### config.mk
export PLATFORM = sky130hd
export DESIGN_NAME = sar_magnitude_search
export DESIGN_NICKNAME = d
export VERILOG_FILES = /design/src/rtl/sar_magnitude_search_pkg.sv /design/src/rtl/sar_magnitude_search.sv
export SDC_FILE = /design/constraint.sdc
export NUM_CORES = 1
export LEC_CHECK = 0
export BUFFER_PORTS_ARGS = -buffer_cell sky130_fd_sc_hd__buf_2
export CAP_MARGIN = 20
export CORE_UTILIZATION = 40
export DETAILED_ROUTE_END_ITERATION = 6
export GPL_TIMING_DRIVEN = 0
export SYNTH_ARGS = -nofsm -noshare
export SYNTH_HDL_FRONTEND = slang
export SYNTH_SLANG_ARGS = --single-unit
### constraint.sdc
create_clock -name clk -period 4.6 [get_ports clk]
set_clock_uncertainty 0.15 [all_clocks]
set_input_delay 0.23 -clock clk [delete_from_list [all_inputs] [get_ports clk]]
set_output_delay 0.23 -clock clk [all_outputs]
set_load 0.02 [all_outputs]
### src/rtl/sar_magnitude_search_pkg.sv
// sar_magnitude_search_pkg
// Shared definitions for the successive-approximation magnitude search:
//   - state_t       : FSM state encodings S_IDLE / S_SEARCH / S_DONE
//   - flags_onehot  : true when exactly one comparator flag is asserted
package sar_magnitude_search_pkg;

    typedef enum logic [1:0] {
        S_IDLE   = 2'd0,
        S_SEARCH = 2'd1,
        S_DONE   = 2'd2
    } state_t;

    // A consistent comparator raises exactly one of gt/eq/lt. The XOR is
    // true for one or three flags high; the AND term rejects the three case.
    function automatic logic flags_onehot(input logic gt, input logic eq, input logic lt);
        return (gt ^ eq ^ lt) && !(gt && eq && lt);
    endfunction

endpackage

### src/rtl/sar_magnitude_search.sv
// sar_magnitude_search
// Successive-approximation search that drives the probe operand of an external
// magnitude comparator and recovers the comparator's target value MSB first.
//
// Ports:
//   clk          rising-edge clock
//   rst_n        synchronous active-low reset
//   start        launch a search (accepted in IDLE or DONE, ignored in SEARCH)
//   cmp_gt       comparator flag: target >  probe
//   cmp_eq       comparator flag: target == probe
//   cmp_lt       comparator flag: target <  probe
//   probe        operand driven to the comparator; 0 outside SEARCH
//   busy         high while searching
//   done         one-cycle pulse when result/err/probe_count are valid
//   result       recovered target, held until the next start
//   err          inconsistent comparator flags seen, held until the next start
//   probe_count  number of probes used by the last search, held
module sar_magnitude_search
    import sar_magnitude_search_pkg::*;
#(
    parameter int WIDTH = 4,
    parameter int CW    = $clog2(WIDTH + 1)
) (
    input  logic             clk,
    input  logic             rst_n,
    input  logic             start,
    input  logic             cmp_gt,
    input  logic             cmp_eq,
    input  logic             cmp_lt,
    output logic [WIDTH-1:0] probe,
    output logic             busy,
    output logic             done,
    output logic [WIDTH-1:0] result,
    output logic             err,
    output logic [CW-1:0]    probe_count
);

    // Bit index needs at least one bit even for a 1-bit search.
    localparam int IW = (WIDTH > 1) ? $clog2(WIDTH) : 1;

    localparam logic [WIDTH-1:0] PROBE_MSB = WIDTH'(1) << (WIDTH - 1);
    localparam logic [WIDTH-1:0] BIT0_MASK = ~WIDTH'(1);
    localparam logic [IW-1:0]    IDX_TOP   = IW'(WIDTH - 1);
    localparam logic [IW-1:0]    IDX_ONE   = IW'(1);

    state_t          state;
    logic [IW-1:0]   idx;

    // NOTE: every register here is updated with non-blocking assignments so all
    // outputs change together at the edge; blocking assignments would let later
    // statements see half-updated state and break the registered-output timing.
    always_ff @(posedge clk) begin
        if (!rst_n) begin
            state       <= S_IDLE;
            idx         <= '0;
            probe       <= '0;
            busy        <= 1'b0;
            done        <= 1'b0;
            result      <= '0;
            err         <= 1'b0;
            probe_count <= '0;
        end else begin
            // done is a pulse: it only stays high when a search finishes this edge.
            done <= 1'b0;

            case (state)
                S_IDLE, S_DONE: begin
                    if (start) begin
                        state       <= S_SEARCH;
                        idx         <= IDX_TOP;
                        probe       <= PROBE_MSB;
                        busy        <= 1'b1;
                        result      <= '0;
                        err         <= 1'b0;
                        probe_count <= '0;
                    end else begin
                        state <= S_IDLE;
                    end
                end

                S_SEARCH: begin
                    // The probe being judged this edge counts, deciding or not.
                    probe_count <= probe_count + CW'(1);

                    if (!flags_onehot(cmp_gt, cmp_eq, cmp_lt)) begin
                        err    <= 1'b1;
                        result <= probe;
                        state  <= S_DONE;
                        done   <= 1'b1;
                        busy   <= 1'b0;
                        probe  <= '0;
                    end else if (cmp_eq) begin
                        result <= probe;
                        state  <= S_DONE;
                        done   <= 1'b1;
                        busy   <= 1'b0;
                        probe  <= '0;
                    end else if (cmp_lt) begin
                        if (idx == '0) begin
                            // Last bit was too high: the answer is the probe without it.
                            result <= probe & BIT0_MASK;
                            state  <= S_DONE;
                            done   <= 1'b1;
                            busy   <= 1'b0;
                            probe  <= '0;
                        end else begin
                            probe[idx]           <= 1'b0;
                            probe[idx - IDX_ONE] <= 1'b1;
                            idx                  <= idx - IDX_ONE;
                        end
                    end else begin
                        if (idx == '0) begin
                            // target > probe with every bit already decided cannot
                            // come from a consistent comparator.
                            err    <= 1'b1;
                            result <= probe;
                            state  <= S_DONE;
                            done   <= 1'b1;
                            busy   <= 1'b0;
                            probe  <= '0;
                        end else begin
                            probe[idx - IDX_ONE] <= 1'b1;
                            idx                  <= idx - IDX_ONE;
                        end
                    end
                end

                default: begin
                    state <= S_IDLE;
                    busy  <= 1'b0;
                    probe <= '0;
                end
            endcase
        end
    end

endmodule

==> flow_metrics.tcl, run 1 <==
set metrics [dict create \
    synth_cell_types 34 \
    drc_errors 0 \
    firstDrtPassIters 4 \
    yosysTopAreaCell "dfxtp_1" \
    syn_area_um2 913 \
    yosys_warnings 0 \
    fp.coreArea_um2 2060 \
    numCtsBuffers 3 \
    worstSetupPathType "reg -> reg" \
    io_pins 20 \
    p_leak_nw 0.445 \
    viasPerCell 5.33 \
    syn-num-nets 109 \
    grt_pass1_wl_um 3420 \
    holdPathEnd "state[1]" \
    cts_hold_buf 0 \
    layout-drive-gt1-share_pct 25.2 \
    swShare_pct 28.3 \
    num_rows 16 \
    r2r.worst_path.cells 4 \
    wire_per_inst_um 13.4 \
    grt_pass1_vias 731 \
    ys_seq_area_share_pct 39.5 \
    reg2reg_slack_ns 2.62 \
    port_buffers 19 \
    netSwitchingPower_w 0.0000849 \
    die_area_um2 2480 \
    placed_area_um2 1040 \
    final_cell_mix "buf_2, dfxtp_1, nor2_1, nand2_1, ha_1" \
    cts_setup_buffers 0 \
    worst-path-buf-inv 0 \
    cts_resized 0 \
    die_x_um 49.8 \
    cellPowerDensity_nw_per_um2 281 \
    power_frac_clock_pct 25.5 \
    r2r-start "state[1]" \
    die_h_um 49.8 \
    nets 133 \
    crit_path_start_kind "register" \
    clk_latency_ns 0.29 \
    arrival_ns 2.06 \
    worst_path_max_delay_cell "or3b_2" \
    num_antenna_cells 0 \
    period_needed_ns 1.98 \
    cts_tree "yes" \
    design_area_um2 1060 \
    finalMaxSlewViolations 0 \
    clk_pin_slew_ns 0.10 \
    clock_tree.root_cell "clkbuf_4" \
    cts.sinks 18 \
    antenna_found_initial 0 \
    place_congestion 0.832 \
    seq_power_share_pct 56.5 \
    syn_inst 97 \
    num_vias 778 \
    ys_seq_elements 18 \
    max-slew-margin-rel_pct 69.7 \
    drv_cap 0 \
    ant_nets 0 \
    htreeDepth 1 \
    track_usage_pct 18.3 \
    reg2reg_to "result[1]" \
    min_path_type "in -> reg" \
    avgSynthCellArea_um2 9.42 \
    start_util_pct 44.3 \
    worstPathRequired_ns 4.68 \
    p_int_w 0.000215 \
    critical_path.max_fanout 7 \
    drt_iter0_markers 21 \
    status "complete, no violations" \
    grt_overflow 0 \
    hold_depth 2 \
    hpwlAfterDp_um 1520 \
    max_freq_mhz 506 \
    routed_wl_um 1950 \
    setup_violations 0 \
    min_period_over_period_pct 43.0 \
    cp_top_family "compound AO/OA/AOI/OAI gates" \
    final_hold_viol_count 0 \
    hold_start "rst_n" \
    grt_max_degree 11 \
    crit_path_max_incr_delay_ns 0.56 \
    synth_top_area_share_pct 39.5 \
    setup_tns_ns 0 \
    endpoint_kind "register" \
    synthTopCellsByArea "dfxtp_1, ha_1, a22o_1, nand2_1, nor2_1" \
    rsz0062_at_grt "no" \
    final_common_cell "buf_2" \
    combPwrFrac_pct 17.9 \
    vdd_ir_drop_max_mv 0.129 \
    cp_cell_sequence "or3b_2 -> a211oi_4 -> o21a_1 -> a22o_1" \
    synthToLayoutAreaGrowth_pct 16.6 \
    tightest_slew_ns 0.454 \
    clockBufferDepth 2 \
]
worst reg2reg max path, stage by stage, from the launching register on:
cell and delay [ns]:
dfxtp_1 0.39, or3b_2 0.56, a211oi_4 0.38, o21a_1 0.27, a22o_1 0.17
cell type report:
| cell class | instances | area [um2] |
|---|---|---|
| multi-input combinational | 73 | 531 |
| timing repair buffer | 19 | 95.1 |
| tap | 27 | 33.8 |
| inverter | 4 | 15.0 |
| sequential | 18 | 360 |
| clock buffer | 3 | 22.5 |
| buffer | 2 | 7.51 |
| fill | 210 | 997 |
synthesized netlist by cell type:
cell       n
dfxtp_1   18
o32ai_1    1
and2_4     1
nand3b_1   1
nor3b_1    3
o311a_1    2
a21boi_1   1
a21boi_0   1
a211oi_2   1
a211oi_1   3
or4_1      1
xnor2_1    2
o21ba_2    1
mux2_2     1
a22o_1     4
a21oi_1    5
or3b_2     1
o21a_1     2
a211oi_4   1
nand2_1    8
or4_4      1
o21ai_0    3
and2_1     1
o221ai_1   1
clkbuf_1   2
o31ai_1    2
a31oi_1    1
nor3_1     2
or3b_4     1
ha_1       6
inv_1      4
nor2b_1    4
nor2_1     8
nand2b_1   3
layer usage:
metal	track usage [%]	routed length, um
met3	3.09	81
met4	7.14	21
met5	0	0
met1	25.7	943
met2	27.5	903
worst max path at each step:
stage	start	endpoint	cells past startpoint
2_1_floorplan	cmp_gt	probe[3]	5
3_3_place_gp	cmp_eq	result[1]	6
3_5_place_dp	cmp_eq	result[1]	6
4_1_cts	state[1]	result[1]	4
5_1_grt	state[1]	result[1]	4
6_report	state[1]	result[1]	4
sequential cells by signal, indices dropped and copies added, names as in the netlist:
signal	count
state	2
idx	2
done	1
result	4
busy	1
probe	4
err	1
probe_count	3
cells by family after synthesis:
group | synth area share, %
simple gates | 21.6
compound gates | 25.1
flops | 39.5
buf+inv | 2.47
fa+ha+maj | 8.22
xor+xnor | 1.92
mux | 1.23
power by group through the flow:
stage	logic (W)	registers [W]	clock network, W
after detailed placement	0.0000537	0.000173	0
after floorplan	0.0000338	0.000176	0
after CTS	0.0000539	0.000169	0.0000794
final	0.0000537	0.000169	0.0000765
after global placement	0.0000521	0.000173	0
after global routing	0.0000600	0.000171	0.0000864
stage by stage:
stage / instances / hold slack, ns / setup slack (ns) / power (W) / utilization (%)
finish: 146 / 0.107 / 2.62 / 0.000299 / 51.6
global route: 146 / 0.116 / 2.53 / 0.000317 / 51.6
CTS: 146 / 0.104 / 2.62 / 0.000303 / 51.6
detailed placement: 143 / 0.315 / 2.41 / 0.000227 / 50.5
global placement: 143 / 0.303 / 2.45 / 0.000225 / 50.5
floorplan: 97 / 0.249 / 2.65 / 0.000210 / -
No activity file was read; power rests on OpenSTA's default activity.
==> run 2: changes to the inputs <==
==> constraint.sdc (replaced) <==
create_clock -name clk -period 1.7 [get_ports clk]
set_clock_uncertainty 0.15 [all_clocks]
set_input_delay 0.085 -clock clk [delete_from_list [all_inputs] [get_ports clk]]
set_output_delay 0.085 -clock clk [all_outputs]
set_load 0.02 [all_outputs]
==> flow_metrics.tcl, run 2 (synthesized netlist as in run 1, its figures left out) <==
set metrics [dict create \
    tightest_slew_ns 0.439 \
    arrival_ns 1.70 \
    cts_tree "yes" \
    num_vias 804 \
    stdcell_count 153 \
    clk_pin_slew_ns 0.09 \
    post-place-ws_ns -0.231 \
    final_cell_mix "buf_2, dfxtp_1, nor2_1, nand2_1, buf_4" \
    final_hold_viol_count 0 \
    reg_top3 "probe x4, result x4, probe_count x3" \
    place_congestion 0.758 \
    drv_cap 0 \
    ant_nets 0 \
    fp.coreArea_um2 2060 \
    n_fill_cell 204 \
    start_util_pct 44.3 \
    synthToLayoutAreaGrowth_pct 27.1 \
    r2r.worst_path.cells 4 \
    worstSetupPathType "in -> reg" \
    hold_depth 3 \
    period_needed_ns 1.63 \
    layout-drive-gt1-share_pct 34.1 \
    design_area_um2 1160 \
    placed_area_um2 1070 \
    crit_path_start_kind "input port" \
    final_common_cell "buf_2" \
    status "complete, no violations" \
    hold_start "start" \
    critical_path.max_fanout 7 \
    setup_violations 0 \
    endpoint_kind "register" \
    reg2reg_to "result[0]" \
    dp_cells 143 \
    drt_iter0_markers 8 \
    finalMaxSlewViolations 0 \
    firstDrtPassIters 4 \
    drc_errors 0 \
    wire_per_inst_um 13.4 \
    grt_pass1_wl_um 3380 \
    die_area_um2 2480 \
    final_util_pct 56.3 \
    max_freq_mhz 612 \
    num_rows 16 \
    htreeDepth 1 \
    grt_pass1_vias 739 \
    nets 140 \
    vdd_ir_drop_max_mv 0.412 \
    die_h_um 49.8 \
    rsz0062_at_grt "yes" \
    antenna_found_initial 0 \
    reg2reg_slack_ns 0.07 \
    cts.sinks 18 \
    worst_slack_ns 0.0659 \
    setup_tns_ns 0 \
    p_leak_nw 0.488 \
    clockBufferDepth 2 \
    cellPowerDensity_nw_per_um2 715 \
    worstPathRequired_ns 1.77 \
    min_period_over_period_pct 96.1 \
    routed_wl_um 2050 \
    min_path_type "in -> reg" \
    grt_max_degree 11 \
    max-slew-margin-rel_pct 70.7 \
    grt_overflow 0 \
    num_antenna_cells 0 \
    hpwlAfterDp_um 1410 \
    numCtsBuffers 3 \
    die_x_um 49.8 \
    viasPerCell 5.25 \
    clk_latency_ns 0.29 \
    io_pins 20 \
    r2r-start "state[0]" \
    port_buffers 19 \
    holdPathEnd "busy" \
    clock_tree.root_cell "clkbuf_4" \
    track_usage_pct 18.2 \
]
==> run 2: cell count changes in the layout (fill, tap and decap cells not counted), sizes merged <==
cell | before | now
dlygate4sd3 | 0 | 1
buf | 19 | 25
==> run 2: power by group <==
part	switching, W	total [W]	internal [W]
Clock	0.000125	0.000208	0.0000824
Combinational	0.0000951	0.000170	0.0000747
Sequential	0.0000156	0.000453	0.000438
==> run 2: what timing repair did <==
item                                    in CTS  in global routing
hold buffers                                 1                  0
resized for setup                            7                  2
endpoints found under the hold margin        1                  0
buffers inserted                             3                  3
pin swaps                                    3                  2
endpoints found under the setup margin      10                 11
==> run 2: how the worst max path moves through the flow <==
stage | cells past startpoint | endpoint | start
5_1_grt | 4 | result[0] | state[1]
6_report | 6 | probe[3] | cmp_eq
4_1_cts | 4 | result[0] | state[1]
2_1_floorplan | 5 | probe[3] | cmp_gt
3_5_place_dp | 6 | probe[3] | cmp_eq
3_3_place_gp | 6 | probe[3] | cmp_eq
==> run 2: layout make-up <==
class	count	area [um2]	share of cell area, %
flip-flops and latches	18	373	32.1
well taps	27	33.8	2.91
plain buffers	2	7.51	0.647
multi-input cells	73	559	48.2
repair buffers	26	150	12.9
inverters	4	15.0	1.29
clock buffers	3	22.5	1.94
==> run 2: layer usage <==
metal	wire (um)	track usage (%)	vias to the layer above
met5	0	0	-
met4	27	7.14	0
met3	71	3.70	4
met2	894	27.9	18
met1	1050	24.9	370
li1	-	-	412
==> run 2: worst max-delay path, cell delays in order <==
cell	delay, ns
buf_2	0.17
ha_4	0.22
or3b_4	0.44
and2_4	0.18
or4_4	0.43
a211oi_2	0.18
==> run 2: stage by stage <==
step	total power, W	hold slack, ns
CTS	0.000828	0.0126
global route	0.000885	0.0343
finish	0.000831	0.0122
global placement	0.000615	0.240
detailed placement	0.000618	0.246
floorplan	0.000572	0.0965
